File: config.mk
export PLATFORM = sky130hd
export DESIGN_NAME = lsu_controller_flat
export DESIGN_NICKNAME = d
export VERILOG_FILES = /design/src/rtl/lsu_controller_if.sv /design/src/rtl/lsu_controller.sv /design/src/flat_wrapper.sv
export SDC_FILE = /design/constraint.sdc
export NUM_CORES = 1
export LEC_CHECK = 0
export BUFFER_PORTS_ARGS = -buffer_cell sky130_fd_sc_hd__buf_4
export CAP_MARGIN = 0
export CORE_ASPECT_RATIO = 0.6
export CORE_MARGIN = 3
export CORE_UTILIZATION = 45
export CTS_BUF_LIST = sky130_fd_sc_hd__clkbuf_8
export CTS_CLUSTER_SIZE = 24
export DETAILED_ROUTE_END_ITERATION = 6
export PLACE_DENSITY = 0.77
export SLEW_MARGIN = 10
export SYNTH_ARGS = -nofsm -noshare
export SYNTH_HDL_FRONTEND = slang
export SYNTH_SLANG_ARGS = --single-unit
File: constraint.sdc
create_clock -name clk -period 5.1 [get_ports clk]
set_input_delay 1.02 -clock clk [delete_from_list [all_inputs] [get_ports clk]]
set_output_delay 1.02 -clock clk [all_outputs]
set_load 0.01 [all_outputs]
File: src/rtl/lsu_controller_if.sv
`default_nettype none
// ============================================================================
//  Module      : lsu_controller_if
//  Description : EX-side request, data-memory, UART and writeback signals of
//                the load/store unit, with LSU (master) and environment views.
//  Revision    : 1.0 - initial release
// ============================================================================
interface lsu_controller_if;
    logic        flush;
    logic        ex_valid;
    logic        ex_is_load;
    logic        ex_is_store;
    logic [2:0]  ex_funct3;
    logic [31:0] ex_addr;
    logic [31:0] ex_store_data;
    logic [4:0]  ex_rd;
    logic [31:0] mem_rdata;
    logic        uart_tx_ready;

    logic        mem_read_en;
    logic        mem_write_en;
    logic [31:0] ram_address;
    logic [31:0] mem_wdata;
    logic [2:0]  store_type;
    logic [2:0]  load_type;
    logic        send_to_uart;
    logic        uart_tx_valid;
    logic [7:0]  uart_tx_data;
    logic        lsu_stall;
    logic        wb_valid;
    logic [4:0]  wb_rd;
    logic [31:0] wb_data;
    logic        fault;
    logic [31:0] fault_addr;

    modport master (
        input  flush, ex_valid, ex_is_load, ex_is_store, ex_funct3, ex_addr,
               ex_store_data, ex_rd, mem_rdata, uart_tx_ready,
        output mem_read_en, mem_write_en, ram_address, mem_wdata, store_type,
               load_type, send_to_uart, uart_tx_valid, uart_tx_data, lsu_stall,
               wb_valid, wb_rd, wb_data, fault, fault_addr
    );

    modport slave (
        output flush, ex_valid, ex_is_load, ex_is_store, ex_funct3, ex_addr,
               ex_store_data, ex_rd, mem_rdata, uart_tx_ready,
        input  mem_read_en, mem_write_en, ram_address, mem_wdata, store_type,
               load_type, send_to_uart, uart_tx_valid, uart_tx_data, lsu_stall,
               wb_valid, wb_rd, wb_data, fault, fault_addr
    );
endinterface
`default_nettype wire

File: src/rtl/lsu_controller.sv
`default_nettype none
// ============================================================================
//  Module      : lsu_controller
//  Description : MEM-stage load/store unit: alignment/legality checks, RAM
//                strobes with load extraction, UART store handshake, stalls.
//  Revision    : 1.0 - initial release
// ============================================================================
module lsu_controller #(
    parameter logic [31:0] UART_BASE = 32'h1000_0000
) (
    input  logic             clk,
    input  logic             reset,
    lsu_controller_if.master bus
);
    typedef enum logic [2:0] {
        S_IDLE  = 3'd0,
        S_ISSUE = 3'd1,
        S_WAIT  = 3'd2,
        S_UART  = 3'd3,
        S_DONE  = 3'd4
    } state_t;

    localparam logic [2:0] c_LOAD_TYPE_WORD = 3'b010;

    state_t      r_state;
    logic [31:0] r_addr;
    logic [31:0] r_wdata;
    logic [2:0]  r_funct3;
    logic [2:0]  r_store_type;
    logic [4:0]  r_rd;
    logic        r_is_load;
    logic        r_send_uart;
    logic        r_mem_read_en;
    logic        r_mem_write_en;
    logic        r_uart_valid;
    logic        r_wb_valid;
    logic [31:0] r_wb_data;
    logic        r_fault;
    logic [31:0] r_fault_addr;

    logic        w_accept;
    logic        w_illegal;
    logic        w_misaligned;
    logic        w_uart_space;
    logic [7:0]  w_byte;
    logic [15:0] w_half;
    logic [31:0] w_load_data;

    assign w_accept     = (r_state == S_IDLE) && bus.ex_valid &&
                          (bus.ex_is_load || bus.ex_is_store) && !bus.flush;
    assign w_illegal    = bus.ex_is_load ?
                          ((bus.ex_funct3 == 3'b011) || (bus.ex_funct3 == 3'b110) ||
                           (bus.ex_funct3 == 3'b111)) :
                          (bus.ex_funct3 >= 3'b011);
    assign w_misaligned = ((bus.ex_funct3[1:0] == 2'b01) && bus.ex_addr[0]) ||
                          ((bus.ex_funct3[1:0] == 2'b10) && (bus.ex_addr[1:0] != 2'b00));
    assign w_uart_space = (bus.ex_addr >= UART_BASE);

    // Lane selection uses the latched address; memory returns the whole word.
    always_comb begin
        w_byte      = bus.mem_rdata[7:0];
        w_half      = r_addr[1] ? bus.mem_rdata[31:16] : bus.mem_rdata[15:0];
        w_load_data = bus.mem_rdata;
        case (r_addr[1:0])
            2'b00:   w_byte = bus.mem_rdata[7:0];
            2'b01:   w_byte = bus.mem_rdata[15:8];
            2'b10:   w_byte = bus.mem_rdata[23:16];
            default: w_byte = bus.mem_rdata[31:24];
        endcase
        case (r_funct3)
            3'b000:  w_load_data = {{24{w_byte[7]}}, w_byte};
            3'b100:  w_load_data = {24'd0, w_byte};
            3'b001:  w_load_data = {{16{w_half[15]}}, w_half};
            3'b101:  w_load_data = {16'd0, w_half};
            default: w_load_data = bus.mem_rdata;
        endcase
    end

    always_ff @(posedge clk or posedge reset) begin
        if (reset) begin
            r_state        <= S_IDLE;
            r_addr         <= '0;
            r_wdata        <= '0;
            r_funct3       <= '0;
            r_store_type   <= '0;
            r_rd           <= '0;
            r_is_load      <= 1'b0;
            r_send_uart    <= 1'b0;
            r_mem_read_en  <= 1'b0;
            r_mem_write_en <= 1'b0;
            r_uart_valid   <= 1'b0;
            r_wb_valid     <= 1'b0;
            r_wb_data      <= '0;
            r_fault        <= 1'b0;
            r_fault_addr   <= '0;
        end else begin
            unique case (r_state)
                S_IDLE: begin
                    if (w_accept) begin
                        r_addr       <= bus.ex_addr;
                        r_wdata      <= bus.ex_store_data;
                        r_funct3     <= bus.ex_funct3;
                        r_rd         <= bus.ex_rd;
                        r_is_load    <= bus.ex_is_load;
                        r_store_type <= bus.ex_is_load ? 3'b000 : bus.ex_funct3;
                        r_send_uart  <= w_uart_space;
                        if (w_illegal || w_misaligned) begin
                            r_fault      <= 1'b1;
                            r_fault_addr <= bus.ex_addr;
                            r_state      <= S_DONE;
                        end else if (w_uart_space && !bus.ex_is_load) begin
                            r_uart_valid <= 1'b1;
                            r_state      <= S_UART;
                        end else if (w_uart_space) begin
                            // UART space has no readable registers: loads return zero.
                            r_wb_valid <= 1'b1;
                            r_wb_data  <= '0;
                            r_state    <= S_DONE;
                        end else begin
                            r_mem_read_en  <= bus.ex_is_load;
                            r_mem_write_en <= !bus.ex_is_load;
                            r_state        <= S_ISSUE;
                        end
                    end
                end
                S_ISSUE: begin
                    r_mem_read_en  <= 1'b0;
                    r_mem_write_en <= 1'b0;
                    r_state        <= r_is_load ? S_WAIT : S_DONE;
                end
                S_WAIT: begin
                    r_wb_data  <= w_load_data;
                    r_wb_valid <= !bus.flush;
                    r_state    <= S_DONE;
                end
                S_UART: begin
                    if (bus.uart_tx_ready) begin
                        r_uart_valid <= 1'b0;
                        r_state      <= S_DONE;
                    end else if (bus.flush) begin
                        // Byte not yet taken: drop it and forget the op entirely.
                        r_uart_valid <= 1'b0;
                        r_send_uart  <= 1'b0;
                        r_addr       <= '0;
                        r_wdata      <= '0;
                        r_store_type <= '0;
                        r_state      <= S_IDLE;
                    end
                end
                S_DONE: begin
                    r_wb_valid <= 1'b0;
                    r_fault    <= 1'b0;
                    r_state    <= S_IDLE;
                end
                default: r_state <= S_IDLE;
            endcase
        end
    end

    assign bus.mem_read_en   = r_mem_read_en;
    assign bus.mem_write_en  = r_mem_write_en;
    assign bus.ram_address   = r_addr;
    assign bus.mem_wdata     = r_wdata;
    assign bus.store_type    = r_store_type;
    assign bus.load_type     = c_LOAD_TYPE_WORD;
    assign bus.send_to_uart  = r_send_uart;
    assign bus.uart_tx_valid = r_uart_valid;
    assign bus.uart_tx_data  = r_wdata[7:0];
    assign bus.lsu_stall     = w_accept || (r_state == S_ISSUE) ||
                               (r_state == S_WAIT) || (r_state == S_UART);
    assign bus.wb_valid      = r_wb_valid;
    assign bus.wb_rd         = r_rd;
    assign bus.wb_data       = r_wb_data;
    assign bus.fault         = r_fault;
    assign bus.fault_addr    = r_fault_addr;

endmodule
`default_nettype wire
File: src/flat_wrapper.sv
// flat-port wrapper written by rule: the top's interface ports become plain ports
module lsu_controller_flat 
#(
    parameter logic [31:0] UART_BASE = 32'h1000_0000
)
  (clk, reset, bus_flush, bus_ex_valid, bus_ex_is_load, bus_ex_is_store, bus_ex_funct3, bus_ex_addr, bus_ex_store_data, bus_ex_rd, bus_mem_rdata, bus_uart_tx_ready, bus_mem_read_en, bus_mem_write_en, bus_ram_address, bus_mem_wdata, bus_store_type, bus_load_type, bus_send_to_uart, bus_uart_tx_valid, bus_uart_tx_data, bus_lsu_stall, bus_wb_valid, bus_wb_rd, bus_wb_data, bus_fault, bus_fault_addr);
  lsu_controller_if bus_i ();
  input  logic clk;
  input  logic reset;
  input wire logic [$bits(bus_i.flush)-1:0] bus_flush;
  input wire logic [$bits(bus_i.ex_valid)-1:0] bus_ex_valid;
  input wire logic [$bits(bus_i.ex_is_load)-1:0] bus_ex_is_load;
  input wire logic [$bits(bus_i.ex_is_store)-1:0] bus_ex_is_store;
  input wire logic [$bits(bus_i.ex_funct3)-1:0] bus_ex_funct3;
  input wire logic [$bits(bus_i.ex_addr)-1:0] bus_ex_addr;
  input wire logic [$bits(bus_i.ex_store_data)-1:0] bus_ex_store_data;
  input wire logic [$bits(bus_i.ex_rd)-1:0] bus_ex_rd;
  input wire logic [$bits(bus_i.mem_rdata)-1:0] bus_mem_rdata;
  input wire logic [$bits(bus_i.uart_tx_ready)-1:0] bus_uart_tx_ready;
  output wire logic [$bits(bus_i.mem_read_en)-1:0] bus_mem_read_en;
  output wire logic [$bits(bus_i.mem_write_en)-1:0] bus_mem_write_en;
  output wire logic [$bits(bus_i.ram_address)-1:0] bus_ram_address;
  output wire logic [$bits(bus_i.mem_wdata)-1:0] bus_mem_wdata;
  output wire logic [$bits(bus_i.store_type)-1:0] bus_store_type;
  output wire logic [$bits(bus_i.load_type)-1:0] bus_load_type;
  output wire logic [$bits(bus_i.send_to_uart)-1:0] bus_send_to_uart;
  output wire logic [$bits(bus_i.uart_tx_valid)-1:0] bus_uart_tx_valid;
  output wire logic [$bits(bus_i.uart_tx_data)-1:0] bus_uart_tx_data;
  output wire logic [$bits(bus_i.lsu_stall)-1:0] bus_lsu_stall;
  output wire logic [$bits(bus_i.wb_valid)-1:0] bus_wb_valid;
  output wire logic [$bits(bus_i.wb_rd)-1:0] bus_wb_rd;
  output wire logic [$bits(bus_i.wb_data)-1:0] bus_wb_data;
  output wire logic [$bits(bus_i.fault)-1:0] bus_fault;
  output wire logic [$bits(bus_i.fault_addr)-1:0] bus_fault_addr;
  assign bus_i.flush = bus_flush;
  assign bus_i.ex_valid = bus_ex_valid;
  assign bus_i.ex_is_load = bus_ex_is_load;
  assign bus_i.ex_is_store = bus_ex_is_store;
  assign bus_i.ex_funct3 = bus_ex_funct3;
  assign bus_i.ex_addr = bus_ex_addr;
  assign bus_i.ex_store_data = bus_ex_store_data;
  assign bus_i.ex_rd = bus_ex_rd;
  assign bus_i.mem_rdata = bus_mem_rdata;
  assign bus_i.uart_tx_ready = bus_uart_tx_ready;
  assign bus_mem_read_en = bus_i.mem_read_en;
  assign bus_mem_write_en = bus_i.mem_write_en;
  assign bus_ram_address = bus_i.ram_address;
  assign bus_mem_wdata = bus_i.mem_wdata;
  assign bus_store_type = bus_i.store_type;
  assign bus_load_type = bus_i.load_type;
  assign bus_send_to_uart = bus_i.send_to_uart;
  assign bus_uart_tx_valid = bus_i.uart_tx_valid;
  assign bus_uart_tx_data = bus_i.uart_tx_data;
  assign bus_lsu_stall = bus_i.lsu_stall;
  assign bus_wb_valid = bus_i.wb_valid;
  assign bus_wb_rd = bus_i.wb_rd;
  assign bus_wb_data = bus_i.wb_data;
  assign bus_fault = bus_i.fault;
  assign bus_fault_addr = bus_i.fault_addr;
  lsu_controller #(.UART_BASE(UART_BASE)) u_core (.clk(clk), .reset(reset), .bus(bus_i));
endmodule
Word-level counts from Yosys, hierarchy flattened
Cells that the tools add are included.
Word-level totals
  register bits: 149
  word-level logic and storage cells: 129
Cells by class
  reduce and logical (&&, ||, !) cells: 34
  muxes and demuxes: 54
  magnitude comparators: 2
  equality and inequality tests: 24
Operators with widths (number)
  $mux 32: 8
  $pmux 32 s2: 3
  $pmux 32 s4: 1
  $ge 32x29->1 const B: 1
  $mux 3: 10
  $pmux 8 s3: 1
  $mux 1: 22
  $reduce_and 5->1: 4
  $mux 16: 1
  $eq 3x3->1 const B: 5
  $ne 2x2->1 const B: 7
  $pmux 3 s4: 1
  $pmux 1 s2: 5
  $reduce_bool 2->1: 5
  $eq 3x2->1 const B: 3
  $logic_or 1x1->1: 8
  $eq 3x1->1 const B: 2
  $logic_and 1x1->1: 6
  $logic_not 3->1: 2
  $pmux 3 s2: 1
  $reduce_and 3->1: 2
  $eq 2x1->1 const B: 2
  $eq 2x2->1 const B: 2
  $ne 2x1->1 const B: 2
  other kinds (8): 10

Depth between registers and ports, before layout
Gate-level depths: netlist of the first run.
  depth after elaboration: 8
  mapped depth: 8

Least setup slack after synthesis of the first run
Ideal clock, no wire load.
  kind: in2out
  start: input port bus_ex_is_load
  end: output port bus_lsu_stall
  setup slack: 2.368 ns
  arrival time: 1.712 ns
  stages: 5
  required time: 4.080 ns
  path through: buf_2 > or2_1 > nand2_1 > a21o_1 > inv_1
On the way
  cells in the longest elaborated chain, start to end: 6
RTL lines
  start, declared: line flat_wrapper.sv:12  | input wire logic [$bits(bus_i.ex_is_load)-1:0] bus_ex_is_load;
  $logic_or 1x1->1: line lsu_controller.sv:50  | (bus.ex_is_load || bus.ex_is_store) && !bus.flush;
  $logic_and 1x1->1: line lsu_controller.sv:49  | assign w_accept = (r_state == S_IDLE) && bus.ex_valid &&
  $logic_and 1x1->1: line lsu_controller.sv:50
  $logic_or 1x1->1 (2 in series): line lsu_controller.sv:169  | assign bus.lsu_stall = w_accept || (r_state == S_ISSUE) ||
  $logic_or 1x1->1: line lsu_controller.sv:170  | (r_state == S_WAIT) || (r_state == S_UART);
  end, declared: line flat_wrapper.sv:29  | output wire logic [$bits(bus_i.lsu_stall)-1:0] bus_lsu_stall;
Every way passes these cells.

Final worst setup path of the first run
  start: input port bus_flush
  end: output port bus_lsu_stall
On the way
  cells in the longest elaborated chain, start to end: 5
RTL lines
  start, declared: line flat_wrapper.sv:10  | input wire logic [$bits(bus_i.flush)-1:0] bus_flush;
  $logic_not 1->1: line lsu_controller.sv:50
  $logic_and 1x1->1: line lsu_controller.sv:50
  $logic_or 1x1->1 (2 in series): line lsu_controller.sv:169
  $logic_or 1x1->1: line lsu_controller.sv:170
Every way passes these cells.

==> key figures, run 1 <==
Critical path
  – Crit path cell chain: buf_4 > nor2b_1 > nand2_1 > a21o_1 > inv_1 > buf_4
  – Internal reg-to-reg setup slack: 2.39 ns
  – Maximum fanout count along the critical path: 4
  – Worst r2r dst: u_core.bus.wb_valid$_DFFE_PP0P_
  – Startpoint type of the worst setup path: primary input
  – Worst path arrival time: 2.00 ns
  – Type of the worst setup path: in -> out
  – Delay of the slowest critical-path stage: 0.29 ns
  – Worst Path Required: 4.08 ns
  – Kind of cell adding the most delay to the critical path: simple AND/OR/NAND/NOR gates
  – Combined buffer and inverter count along the critical path: 3
  – Count of cells along the worst register-to-register path: 4
  – Endpoint class of the critical path: output pin
  – Slowest-stage cell, CP: nor2b_1
  – Most common cell type on the critical path: buf_4
  – Startpoint of the lowest-slack register-to-register path: u_core.r_state[2]$_DFFE_PP0P_

Cells and area
  – Area of all placed cells without fillers: 0.00879 sq mm
  – Number of non-filler instances in the completed layout: 934
  – Fraction of layout instances using a drive strength above 1: 46.9%
  – Antenna diode count: 0
  – Final-stage net count: 841
  – FILL cells: 1081
  – Synth-to-layout area growth: 35.0%

Power and ir drop
  – PD cells: 448 mW/mm^2
  – Leakage power summed over all cells: 4.37 nW
  – Worst IR drop on VDD: 0.217 mV

Synthesis
  – Seq/Total Area, Yosys: 57.2%
  – Mapped Area: 0.00652 sq mm
  – Predominant post-synthesis flop cell: dfrtp_1
  – Share of synthesized registers carrying an async set or reset: 100%
  – Count of cell types in the netlist: 51
  – Number of synthesized register bits: 149
  – Warnings from Yosys: 0
  – Main area contributors after synthesis: dfrtp_1, a22o_1, mux2_4
  – Most numerous cell in the Yosys netlist: dfrtp_1
  – Post-synthesis average cell area: 13.1 sq um
  – Most common library cells after synthesis: dfrtp_1, a22o_1, mux2_4
  – Cell type with the highest aggregate area in the netlist: dfrtp_1
  – Post-synth EDFFs: 0
  – Share of Yosys cell area claimed by the top area cell type: 57.2%
  – Mapped Cells: 496

Routing
  – Iteration-0 DRC count of the detailed router: 516
  – Per-cell routed wire length: 20.0 um
  – Via total after detailed routing: 5131
  – Antenna viol nets, final: 0
  – Detailed Routing Iterations Pass 1: 5
  – Post-detailed-routing wire length: 18600 um
  – DRC violation count after routing: 0
  – Via-to-Cell Ratio: 5.49

Clocking
  – CTS Hold Buffers Added: 0
  – Root Buffer: clkbuf_8
  – # resized after CTS: 0
  – Setup Buffers After CTS: 0
  – Buffer levels on the longest clock path: 2
  – H-tree levels: 4
  – Inserted Clock Buffers: 17
  – Sinks on the clock net: 149
  – Clk Latency, worst-skew pair: 0.43 ns
  – TritonCTS clock tree: built
  – Clock transition at the registers of the reported paths: 0.07 ns

Place
  – Post-detail-place hpwl: 13600 um
  – Post-Place Cells: 903
  – Global placer's final weighted congestion: 0.926
  – Placement-stage cell area: 0.00843 sq mm
  – Number of buffers inserted by port buffering: 261

GRT
  – Global route overflow: 0
  – Global-route wire length before repair: 29100 um
  – Number of global-route vias before repair: 5018
  – Maximum number of pins on one net before global-route repair: 121
  – Initial antenna violation count: 0
  – All-Layer GR Usage: 23.1%

Timing
  – Worst clock skew on the final layout: 0.0156 ns
  – Final period utilization: 59.3%
  – Clock period minus worst slack: 3.02 ns
  – Number of setup violations in the final report: 0
  – Worst-margin pin slew: 1.24 ns
  – Worst relative slew slack: 16.7%
  – Unrepaired setup endpoints after global routing: false
  – Pins Over Slew Limit: 0
  – F_max: 331 MHz
  – Number of hold violations in the final report: 0
  – Summed negative setup slack over all endpoints: 0 ns

Status
  – Outcome: finished clean

Floorplan
  – Die area: 0.0160 sq mm
  – IO Pins: 265
  – Die X: 161 um
  – Area inside the core boundary: 0.0139 sq mm
  – Starting Density: 46.8%
  – Die Ht: 99.2 um
  – Standard-cell row count: 33

Worst hold path
  – Cells on Worst Hold Path: 2
  – Endpoint, Worst Hold: u_core.bus.send_to_uart$_DFFE_PP0P_
  – Hold Path Origin: u_core.bus.send_to_uart$_DFFE_PP0P_
  – Worst min path class: reg -> reg

Flow run
  – Max-cap violations: 0
[state kept, by name, summed over array words and instances, names as in the netlist]
name / count
u_core.bus.send_to_uart: 1
u_core.bus.store_type: 3
u_core.bus.wb_rd: 5
u_core.bus.ram_address: 32
u_core.bus.fault_addr: 32
u_core.bus.mem_write_en: 1
u_core.bus.mem_wdata: 32
u_core.bus.wb_valid: 1
u_core.bus.mem_read_en: 1
u_core.r_funct3: 3
u_core.bus.wb_data: 32
u_core.r_state: 3
u_core.bus.uart_tx_valid: 1
u_core.r_is_load: 1
u_core.bus.fault: 1
[tightest hold or removal path, stage by stage, from the launching register on]
cell     delay, ns
dfrtp_1       0.34
nand2_1       0.05
o21ai_0       0.06
[stage by stage]
step | total power, mW | hold WS [ns] | util, % | setup slack (ns)
after floorplan | 2.39 | 0.495 | - | 0.0720
after global routing | 4.15 | 0.503 | 63.2 | 2.03
after CTS | 3.97 | 0.497 | 63.2 | 2.08
after detailed placement | 3.12 | 0.475 | 60.6 | 1.90
after global placement | 3.08 | 0.476 | 60.6 | 1.98
final | 3.94 | 0.487 | 63.2 | 2.08
[report_power, final]
| part | internal, mW | switching, mW |
|---|---|---|
| registers | 1.50 | 0.244 |
| logic | 0.767 | 0.584 |
| clock network | 0.394 | 0.449 |
| total | 2.66 | 1.28 |
[metal layers]
metal  up-vias  track usage [%]  wire length, um
met5         -                0                0
met4         0             6.81              264
met1      2564             33.4             8320
li1       2304                -                -
met2       239             34.5             8530
met3        24             6.33             1520
[kinds of logic after synthesis]
kind of cell | synth area share [%]
other | 0.115
flip-flops | 57.2
AO/OA/AOI/OAI | 19.7
multiplexers | 9.43
buffers and inverters | 5.40
AND/OR/NAND/NOR | 8.18
[how the worst max path moves through the flow]
stage	from	end	slack [ns]	cells after the start
finish	bus_flush	bus_lsu_stall	2.08	6
global placement	bus_ex_is_load	u_core.bus.send_to_uart$_DFFE_PP0P_	1.98	6
floorplan	reset	u_core.bus.fault$_DFFE_PP0P_	0.07	1
CTS	bus_flush	bus_lsu_stall	2.08	6
global route	bus_flush	bus_lsu_stall	2.03	6
detailed placement	bus_ex_is_load	u_core.bus.ram_address[18]$_DFFE_PP0P_	1.90	5
[cell usage in the layout (no fill, tap or decap), types with 2 or more instances in the layout]
cell and instances:
o221ai_1 8, conb_1 3, nor2_1 16, a21oi_1 6, o21ai_0 15, nor2b_1 3
nand2_1 19, a22o_1 64, o211ai_1 3, clkinv_2 2, clkinv_4 3, o21ai_1 2
mux2_2 13, or3_1 2, o2bb2ai_1 16, clkinvlp_4 4, a21boi_0 7, mux2_4 29
inv_6 2, and2_1 3, buf_4 264, nand2b_1 26, inv_1 8, dfrtp_1 149
a41oi_1 2, nand3b_1 2, nand3_1 9, a32o_1 17, nor3b_1 3, clkbuf_8 18
[cell type report]
type / instances / area, sq um / area share [%]
clock inverter: 13 / 113 / 1.28
tap: 192 / 240 / 2.73
inverter: 7 / 31.3 / 0.356
multi-input combinational: 291 / 2450 / 27.9
clock buffer: 18 / 248 / 2.82
timing repair buffer: 264 / 1980 / 22.5
sequential: 149 / 3730 / 42.4
No activity file was read; power rests on OpenSTA's default activity.
==> run 2: changes to the inputs <==
--- a/config.mk
+++ b/config.mk
@@ -5,6 +5,7 @@
 export SDC_FILE = /design/constraint.sdc
 export NUM_CORES = 1
 export LEC_CHECK = 0
+export ABC_AREA = 1
 export BUFFER_PORTS_ARGS = -buffer_cell sky130_fd_sc_hd__buf_4
 export CAP_MARGIN = 0
 export CORE_ASPECT_RATIO = 0.6
==> constraint.sdc (replaced) <==
create_clock -name clk -period 2.7 [get_ports clk]
set_input_delay 0.54 -clock clk [delete_from_list [all_inputs] [get_ports clk]]
set_output_delay 0.54 -clock clk [all_outputs]
set_load 0.01 [all_outputs]
==> run 2 against run 1 <==
  * Combinational power rose to 3.2 times the previous value
  * Critical path depth rose by 2
  * Area after synthesis up 2.3%
  * Sequential cell count did not move
  * Clock-buffer cell count fell by 1
  * Global-route usage grew 1.7 points
  * Die area grew 2.2%
  * Via count up 23%
  * Hold slack lost 0.26 ns
  * Synthesized cell count is 68% higher
  * Core utilization increased by 1.6 points
  * Cell count grew 37%
  * Critical endpoint is now u_core.bus.fault_addr[9]$_DFFE_PP0P_
==> key figures, run 2 <==
Routing
  – Uppermost signal routing layer after detailed routing: met4
  – Via total after detailed routing: 6334 (+23%)
  – Met2 WL post-DR: 9000 um (+5.5%)
  – Antenna viol nets, final: 0 (unchanged)
  – Via-to-Cell Ratio: 4.94 (-10%)
  – Iteration-0 DRC count of the detailed router: 392 (-24%)
  – Per-cell routed wire length: 15.9 um (-20%)
  – DRC violation count after routing: 0 (unchanged)
  – Post-detailed-routing wire length: 20500 um (+9.8%)
  – M1 wire length: 9150 um (+9.9%)
  – Detailed Routing Iterations Pass 1: 6 (+1)
  – Sum of met3 wire segment lengths after detailed routing: 2090 um (+37%)

Place
  – Number of buffers inserted by port buffering: 261 (unchanged)
  – Post-Place Setup Slack: 0.505 ns (-1.39 ns)
  – Post-detail-place hpwl: 15000 um (+10%)
  – Global placer's final weighted congestion: 0.965 (+4.2%)

GRT
  – Maximum number of pins on one net before global-route repair: 84 (-31%)
  – Initial antenna violation count: 0 (unchanged)
  – All-Layer GR Usage: 24.8% (+1.7 points)
  – Global route overflow: 0 (unchanged)
  – Number of global-route vias before repair: 6102 (+22%)
  – Global-route wire length before repair: 32100 um (+10%)

Power and ir drop
  – Worst IR drop on VDD: 0.546 mV (+150%)
  – Leakage power summed over all cells: 5.19 nW (+19%)
  – Total design power: 10.1 mW (+160%)
  – PD cells: 1100 mW/mm^2 (+150%)

Clocking
  – CTS Hold Buffers Added: 0 (unchanged)
  – Clock transition at the registers of the reported paths: 0.10 ns (+0.03 ns)
  – Root Buffer: clkbuf_8
  – # resized after CTS: 0 (unchanged)
  – Clk Latency, worst-skew pair: 0.44 ns (about the same)
  – Sinks on the clock net: 149 (unchanged)
  – Buffer levels on the longest clock path: 2 (unchanged)
  – Setup Buffers After CTS: 0 (unchanged)
  – Inserted Clock Buffers: 17 (unchanged)
  – TritonCTS clock tree: built
  – H-tree levels: 4 (unchanged)

Synthesis
  – Predominant post-synthesis flop cell: dfrtp_1
  – Warnings from Yosys: 0 (unchanged)
  – Most numerous cell in the Yosys netlist: nand2_1
  – Cell type with the highest aggregate area in the netlist: dfrtp_1
  – Number of synthesized register bits: 149 (unchanged)
  – Most common library cells after synthesis: nand2_1, dfrtp_1, o21ai_0
  – Mapped Area: 0.00667 sq mm (+2.3%)
  – Seq/Total Area, Yosys: 55.9% (-1.3 points)
  – Share of Yosys cell area claimed by the top area cell type: 55.9% (-1.3 points)
  – Post-synthesis average cell area: 7.99 sq um (-39%)
  – Share of synthesized registers carrying an async set or reset: 100% (unchanged)
  – Count of cell types in the netlist: 26 (-49%)
  – Mapped Cells: 835 (+68%)
  – Main area contributors after synthesis: dfrtp_1, nand2_1, o21ai_0
  – Post-synth EDFFs: 0 (unchanged)

Cells and area
  – Antenna diode count: 0 (unchanged)
  – Synth-to-layout area growth: 36.9%
  – Register area: 0.00373 sq mm (unchanged)
  – Fraction of layout instances using a drive strength above 1: 29.8% (-17 points)
  – Total area of multi-input combinational cells: 0.00245 sq mm (-0.15%)
  – Most frequent cells in the layout: nand2_1, buf_4, dfrtp_1
  – FILL cells: 1243 (+15%)
  – Final-stage net count: 1189 (+41%)
  – Most frequent standard cell in the layout excluding fill and tap cells: nand2_1

Flow run
  – Max-cap violations: 0 (unchanged)

Critical path
  – Worst path arrival time: 2.44 ns (+0.44 ns)
  – Maximum fanout count along the critical path: 22 (+18)
  – Startpoint type of the worst setup path: flip-flop
  – Type of the worst setup path: reg -> reg
  – Endpoint class of the critical path: flip-flop
  – Count of cells along the worst register-to-register path: 8 (+4)
  – Worst Path Required: 3.07 ns (-1.01 ns)

Timing
  – Final period utilization: 76.6%
  – Pins Over Slew Limit: 0 (unchanged)
  – Number of setup violations in the final report: 0 (unchanged)
  – Clock period minus worst slack: 2.07 ns
  – Final WS setup: 0.632 ns (-1.45 ns)
  – F_max: 483 MHz
  – Number of hold violations in the final report: 0 (unchanged)
  – Worst clock skew on the final layout: 0.0194 ns (+0.00383 ns)
  – Summed negative setup slack over all endpoints: 0 ns (unchanged)
  – Unrepaired setup endpoints after global routing: false

Floorplan
  – Area inside the core boundary: 0.0141 sq mm (+1.2%)
  – IO Pins: 265 (unchanged)
  – Standard-cell row count: 33 (unchanged)
  – Die area: 0.0164 sq mm (+2.2%)
  – Die X: 163 um (+1.1%)
  – Die Ht: 100 um (+1.1%)
  – Starting Density: 47.4% (+0.53 points)

Status
  – Outcome: finished clean

Worst hold path
  – Worst min path class: in -> async
run 2: changes by cell type after synthesis, moves of 9 or more:
cell       change
nand2_1      +376
a22o_1        -64
o21ai_0       +51
nor2_1        +46
inv_1         +30
mux2_4        -29
nand2b_1      -26
a32o_1        -17
o2bb2ai_1     -16
mux2_2        -13
a21oi_1        +9
inv_2          +9
run 2: cell families (layout without fill, tap and decap cells):
family / Yosys count / count (layout) / share of synthesized area, %
flops: 149 / 149 / 55.9
simple gates: 492 / 492 / 29.0
buf+inv: 96 / 351 / 7.41
compound gates: 96 / 96 / 7.58
other cells: 2 / 3 / 0.113
run 2: final cells by class:
class                           count  share of cell area [%]
Multi-Input combinational cell    591                    26.8
Clock buffer                       17                    2.56
Inverter                           46                    1.93
Clock inverter                     15                    2.04
Tap cell                          192                    2.63
Timing Repair Buffer              273                    23.1
Sequential cell                   149                    40.9
run 2: worst paths after layout:
| kind | endpoint | from | slack (ns) |
|---|---|---|---|
| worst min-delay path | u_core.bus.wb_data[3]$_DFFE_PP0P_ | reset | 0.22 |
| min in group clk | u_core.bus.wb_rd[2]$_DFFE_PP0P_ | bus_ex_rd[2] | 0.30 |
| worst min register to register | u_core.bus.mem_wdata[26]$_DFFE_PP0P_ | u_core.bus.mem_wdata[26]$_DFFE_PP0P_ | 0.48 |
| worst max-delay path | u_core.bus.fault_addr[9]$_DFFE_PP0P_ | u_core.r_state[2]$_DFFE_PP0P_ | 0.63 |
| max in group asynchronous | u_core.bus.ram_address[23]$_DFFE_PP0P_ | reset | 2.08 |
| worst max register to register | u_core.bus.fault_addr[9]$_DFFE_PP0P_ | u_core.r_state[2]$_DFFE_PP0P_ | 0.63 |
run 2: layer usage:
metal / vias up / global-route usage [%]
met5: - / 0
met2: 268 / 36.9
li1: 3071 / -
met3: 19 / 8.37
met1: 2976 / 35.6
met4: 0 / 5.39
run 2: report_power, final:
group          internal, mW  total, mW  switching [mW]  leakage (nW)
clock network         0.870       1.84           0.971         0.218
registers              3.21       3.86           0.645          1.89
logic                  1.98       4.38            2.40          3.09
total                  6.06       10.1            4.02          5.19
run 2: critical path, stage by stage (launching register included):
cell	delay, ns
dfrtp_1	0.45
inv_2	0.11
nand2_2	0.08
nor2_4	0.19
nand2_2	0.31
nor2_4	0.50
buf_12	0.22
nand2_1	0.06
nand2_1	0.07
run 2: through the flow:
stage	instance area, sq um	std cells	hold slack [ns]	utilization (%)
after detailed placement	8710	1251	0.460	61.8
final	9130	1283	0.224	64.8
after global routing	9130	1283	0.236	64.8
after global placement	8710	1251	0.455	61.8
after CTS	9130	1283	0.220	64.8
after floorplan	6680	836	0.453	-
==> run 3: changes to the inputs <==
==> constraint.sdc (replaced) <==
create_clock -name clk -period 1.66 [get_ports clk]
set_input_delay 0.332 -clock clk [delete_from_list [all_inputs] [get_ports clk]]
set_output_delay 0.332 -clock clk [all_outputs]
set_load 0.01 [all_outputs]
==> run 3 against run 2 <==
  * First-iteration DRC count up 56%
  * Register-to-register slack worse by 0.59 ns
  * Clock skew increased by 0.0081 ns
  * Clock power rose by 47%
  * Wire length rose by 1.6%
  * Die area is the same
  * Final area is 2.7% higher
  * Clock-buffer cell count unchanged
  * Cell count grew 2.0%
  * Sequential share of layout area fell by 1.0 points
  * Critical endpoint is now bus_lsu_stall
==> key figures, run 3 (synthesis results as in run 2) <==
Place
  – Placement-stage cell area: 0.00889 sq mm (+2.2%)
  – Post-detail-place hpwl: 15300 um (+2.2%)
  – Global placer's final weighted congestion: 0.967 (+0.21%)
  – Post-Place Cells: 1271 (+1.6%)
  – Number of buffers inserted by port buffering: 261 (unchanged)

Critical path
  – Internal reg-to-reg setup slack: 0.04 ns (-0.59 ns)
  – Crit path cell chain: buf_4 > a21oi_2 > buf_4
  – Startpoint type of the worst setup path: flip-flop
  – Most common cell type on the critical path: buf_4
  – Beginning of the critical path: u_core.r_state[2]$_DFFE_PP0P_
  – Critical path depth: 3 (-5)
  – Count of cells along the worst register-to-register path: 9 (+1)
  – Worst r2r dst: u_core.bus.ram_address[25]$_DFFE_PP0P_
  – Worst Path Required: 1.33 ns (-1.74 ns)
  – Startpoint of the lowest-slack register-to-register path: u_core.r_state[0]$_DFFE_PP0P_
  – Maximum fanout count along the critical path: 4 (-82%)
  – Endpoint class of the critical path: output pin
  – Type of the worst setup path: reg -> out
  – Kind of cell adding the most delay to the critical path: flip-flops
  – Termination of the worst setup path: bus_lsu_stall
  – Slowest-stage cell, CP: dfrtp_2
  – Delay of the slowest critical-path stage: 0.44 ns (-0.06 ns)
  – Worst path arrival time: 1.30 ns (-1.14 ns)
  – Combined buffer and inverter count along the critical path: 2 (unchanged)

Clocking
  – Sinks on the clock net: 149 (unchanged)
  – Buffer levels on the longest clock path: 2 (unchanged)
  – Root Buffer: clkbuf_8
  – TritonCTS clock tree: built
  – Clk Latency, worst-skew pair: 0.45 ns (about the same)
  – Clock transition at the registers of the reported paths: 0.09 ns (about the same)
  – Inserted Clock Buffers: 17 (unchanged)
  – H-tree levels: 4 (unchanged)

GRT
  – Initial antenna violation count: 0 (unchanged)
  – Number of global-route vias before repair: 6073 (-0.48%)
  – All-Layer GR Usage: 24.6% (-0.19 points)
  – Global-route wire length before repair: 31700 um (-1.3%)
  – Global route overflow: 0 (unchanged)
  – Maximum number of pins on one net before global-route repair: 83 (-1.2%)

Routing
  – Iteration-0 DRC count of the detailed router: 612 (+56%)
  – Detailed Routing Iterations Pass 1: 5 (-1)
  – Antenna viol nets, final: 0 (unchanged)
  – Via-to-Cell Ratio: 4.93 (-0.16%)
  – Post-detailed-routing wire length: 20800 um (+1.6%)
  – Via total after detailed routing: 6452 (+1.9%)
  – Per-cell routed wire length: 15.9 um (-0.41%)
  – DRC violation count after routing: 0 (unchanged)

Floorplan
  – Starting Density: 47.4% (unchanged)
  – Die X: 163 um (unchanged)
  – Die Ht: 100 um (unchanged)
  – Standard-cell row count: 33 (unchanged)
  – Die area: 0.0164 sq mm (unchanged)
  – IO Pins: 265 (unchanged)
  – Area inside the core boundary: 0.0141 sq mm (unchanged)

Cells and area
  – Area of all placed cells without fillers: 0.00937 sq mm (+2.7%)
  – Number of non-filler instances in the completed layout: 1309 (+2.0%)
  – Final-stage net count: 1215 (+2.2%)
  – Antenna diode count: 0 (unchanged)
  – Fraction of layout instances using a drive strength above 1: 31.8% (+2.0 points)
  – Most frequent standard cell in the layout excluding fill and tap cells: nand2_1
  – Synth-to-layout area growth: 40.6%
  – FILL cells: 1204 (-3.1%)
  – Most frequent cells in the layout: nand2_1, buf_4, dfrtp_1

Timing
  – Unrepaired setup endpoints after global routing: true
  – F_max: 613 MHz
  – Clock period minus worst slack: 1.63 ns
  – Number of hold violations in the final report: 0 (unchanged)
  – Pins Over Slew Limit: 0 (unchanged)
  – Number of setup violations in the final report: 0 (unchanged)
  – Summed negative setup slack over all endpoints: 0 ns (unchanged)
  – Final period utilization: 98.2%
  – Worst clock skew on the final layout: 0.0275 ns (+0.00808 ns)
  – Worst hold margin: 0.0113 ns (-0.212 ns)

Power and ir drop
  – Internal power summed over all cells: 9.79 mW (+62%)
  – Combinational share of power: 45.3% (+1.9 points)
  – PD cells: 1750 mW/mm^2 (+58%)
  – Clock Power Share: 16.5% (-1.8 points)
  – Sw power: 6.60 mW (+64%)
  – Leakage power summed over all cells: 5.32 nW (+2.6%)
  – Worst IR drop on VDD: 0.843 mV (+54%)
  – Switching share of total power: 40.3% (+0.41 points)
  – Total design power: 16.4 mW (+63%)
  – Portion of total power attributed to sequential cells: 38.2% (about the same)

Flow run
  – Max-cap violations: 0 (unchanged)

Status
  – Outcome: finished clean

Worst hold path
  – Worst min path class: in -> async
run 3: layer usage:
metal | part of all wire [%] | track usage, % | vias to the layer above
met1 | 45 | 35.8 | 3003
met5 | 0 | 0 | -
met2 | 42 | 35.2 | 303
met3 | 11 | 9.03 | 22
li1 | - | - | 3124
met4 | 1.4 | 6.04 | 0
run 3: worst min-delay path by stage:
stage	start	endpoint	slack, ns	depth (start not counted)
after floorplan	bus_ex_rd[0]	u_core.bus.wb_rd[0]$_DFFE_PP0P_	0.44	2
after global placement	u_core.bus.mem_wdata[14]$_DFFE_PP0P_	u_core.bus.mem_wdata[14]$_DFFE_PP0P_	0.46	2
after detailed placement	u_core.bus.wb_data[16]$_DFFE_PP0P_	u_core.bus.wb_data[16]$_DFFE_PP0P_	0.46	2
after CTS	reset	u_core.bus.wb_data[0]$_DFFE_PP0P_	0.02	3
after global routing	reset	u_core.bus.wb_data[0]$_DFFE_PP0P_	0.04	3
final	reset	u_core.bus.wb_data[0]$_DFFE_PP0P_	0.01	3
run 3: timing repair:
action,CTS,global route
setup endpoints to repair,1,77
hold buffers,0,0
buffers inserted,0,4
cloned,0,2
gates resized for setup,3,9
pin swaps,0,2
run 3: per-stage QoR:
step | setup WS (ns) | util (%)
floorplan | -0.547 | -
global placement | 0.0984 | 63.2
detailed placement | 0.0686 | 63.2
CTS | 0.000947 | 65.9
global route | -0.0547 | 66.6
finish | 0.0297 | 66.6
run 3: area by class of cell:
cell class	instances	area, sq um	share of cell area [%]
multi-input cells	591	2460	26.3
clock buffers	17	234	2.50
well taps	192	240	2.56
clock inverters	15	139	1.48
inverters	46	176	1.88
repair buffers	299	2390	25.5
flip-flops and latches	149	3730	39.8
run 3: power by group through the flow:
stage	Combinational, mW	Clock, mW	Sequential [mW]
2_1_floorplan	2.82	0	6.87
3_3_place_gp	7.21	0	6.29
3_5_place_dp	7.36	0	6.27
4_1_cts	7.36	2.76	6.26
5_1_grt	8.12	2.92	6.46
6_report	7.42	2.71	6.26
run 3: tightest hold or removal path: stages:
cell        delay (ns)
buf_4             0.12
clkinvlp_4        0.11
buf_12            0.31
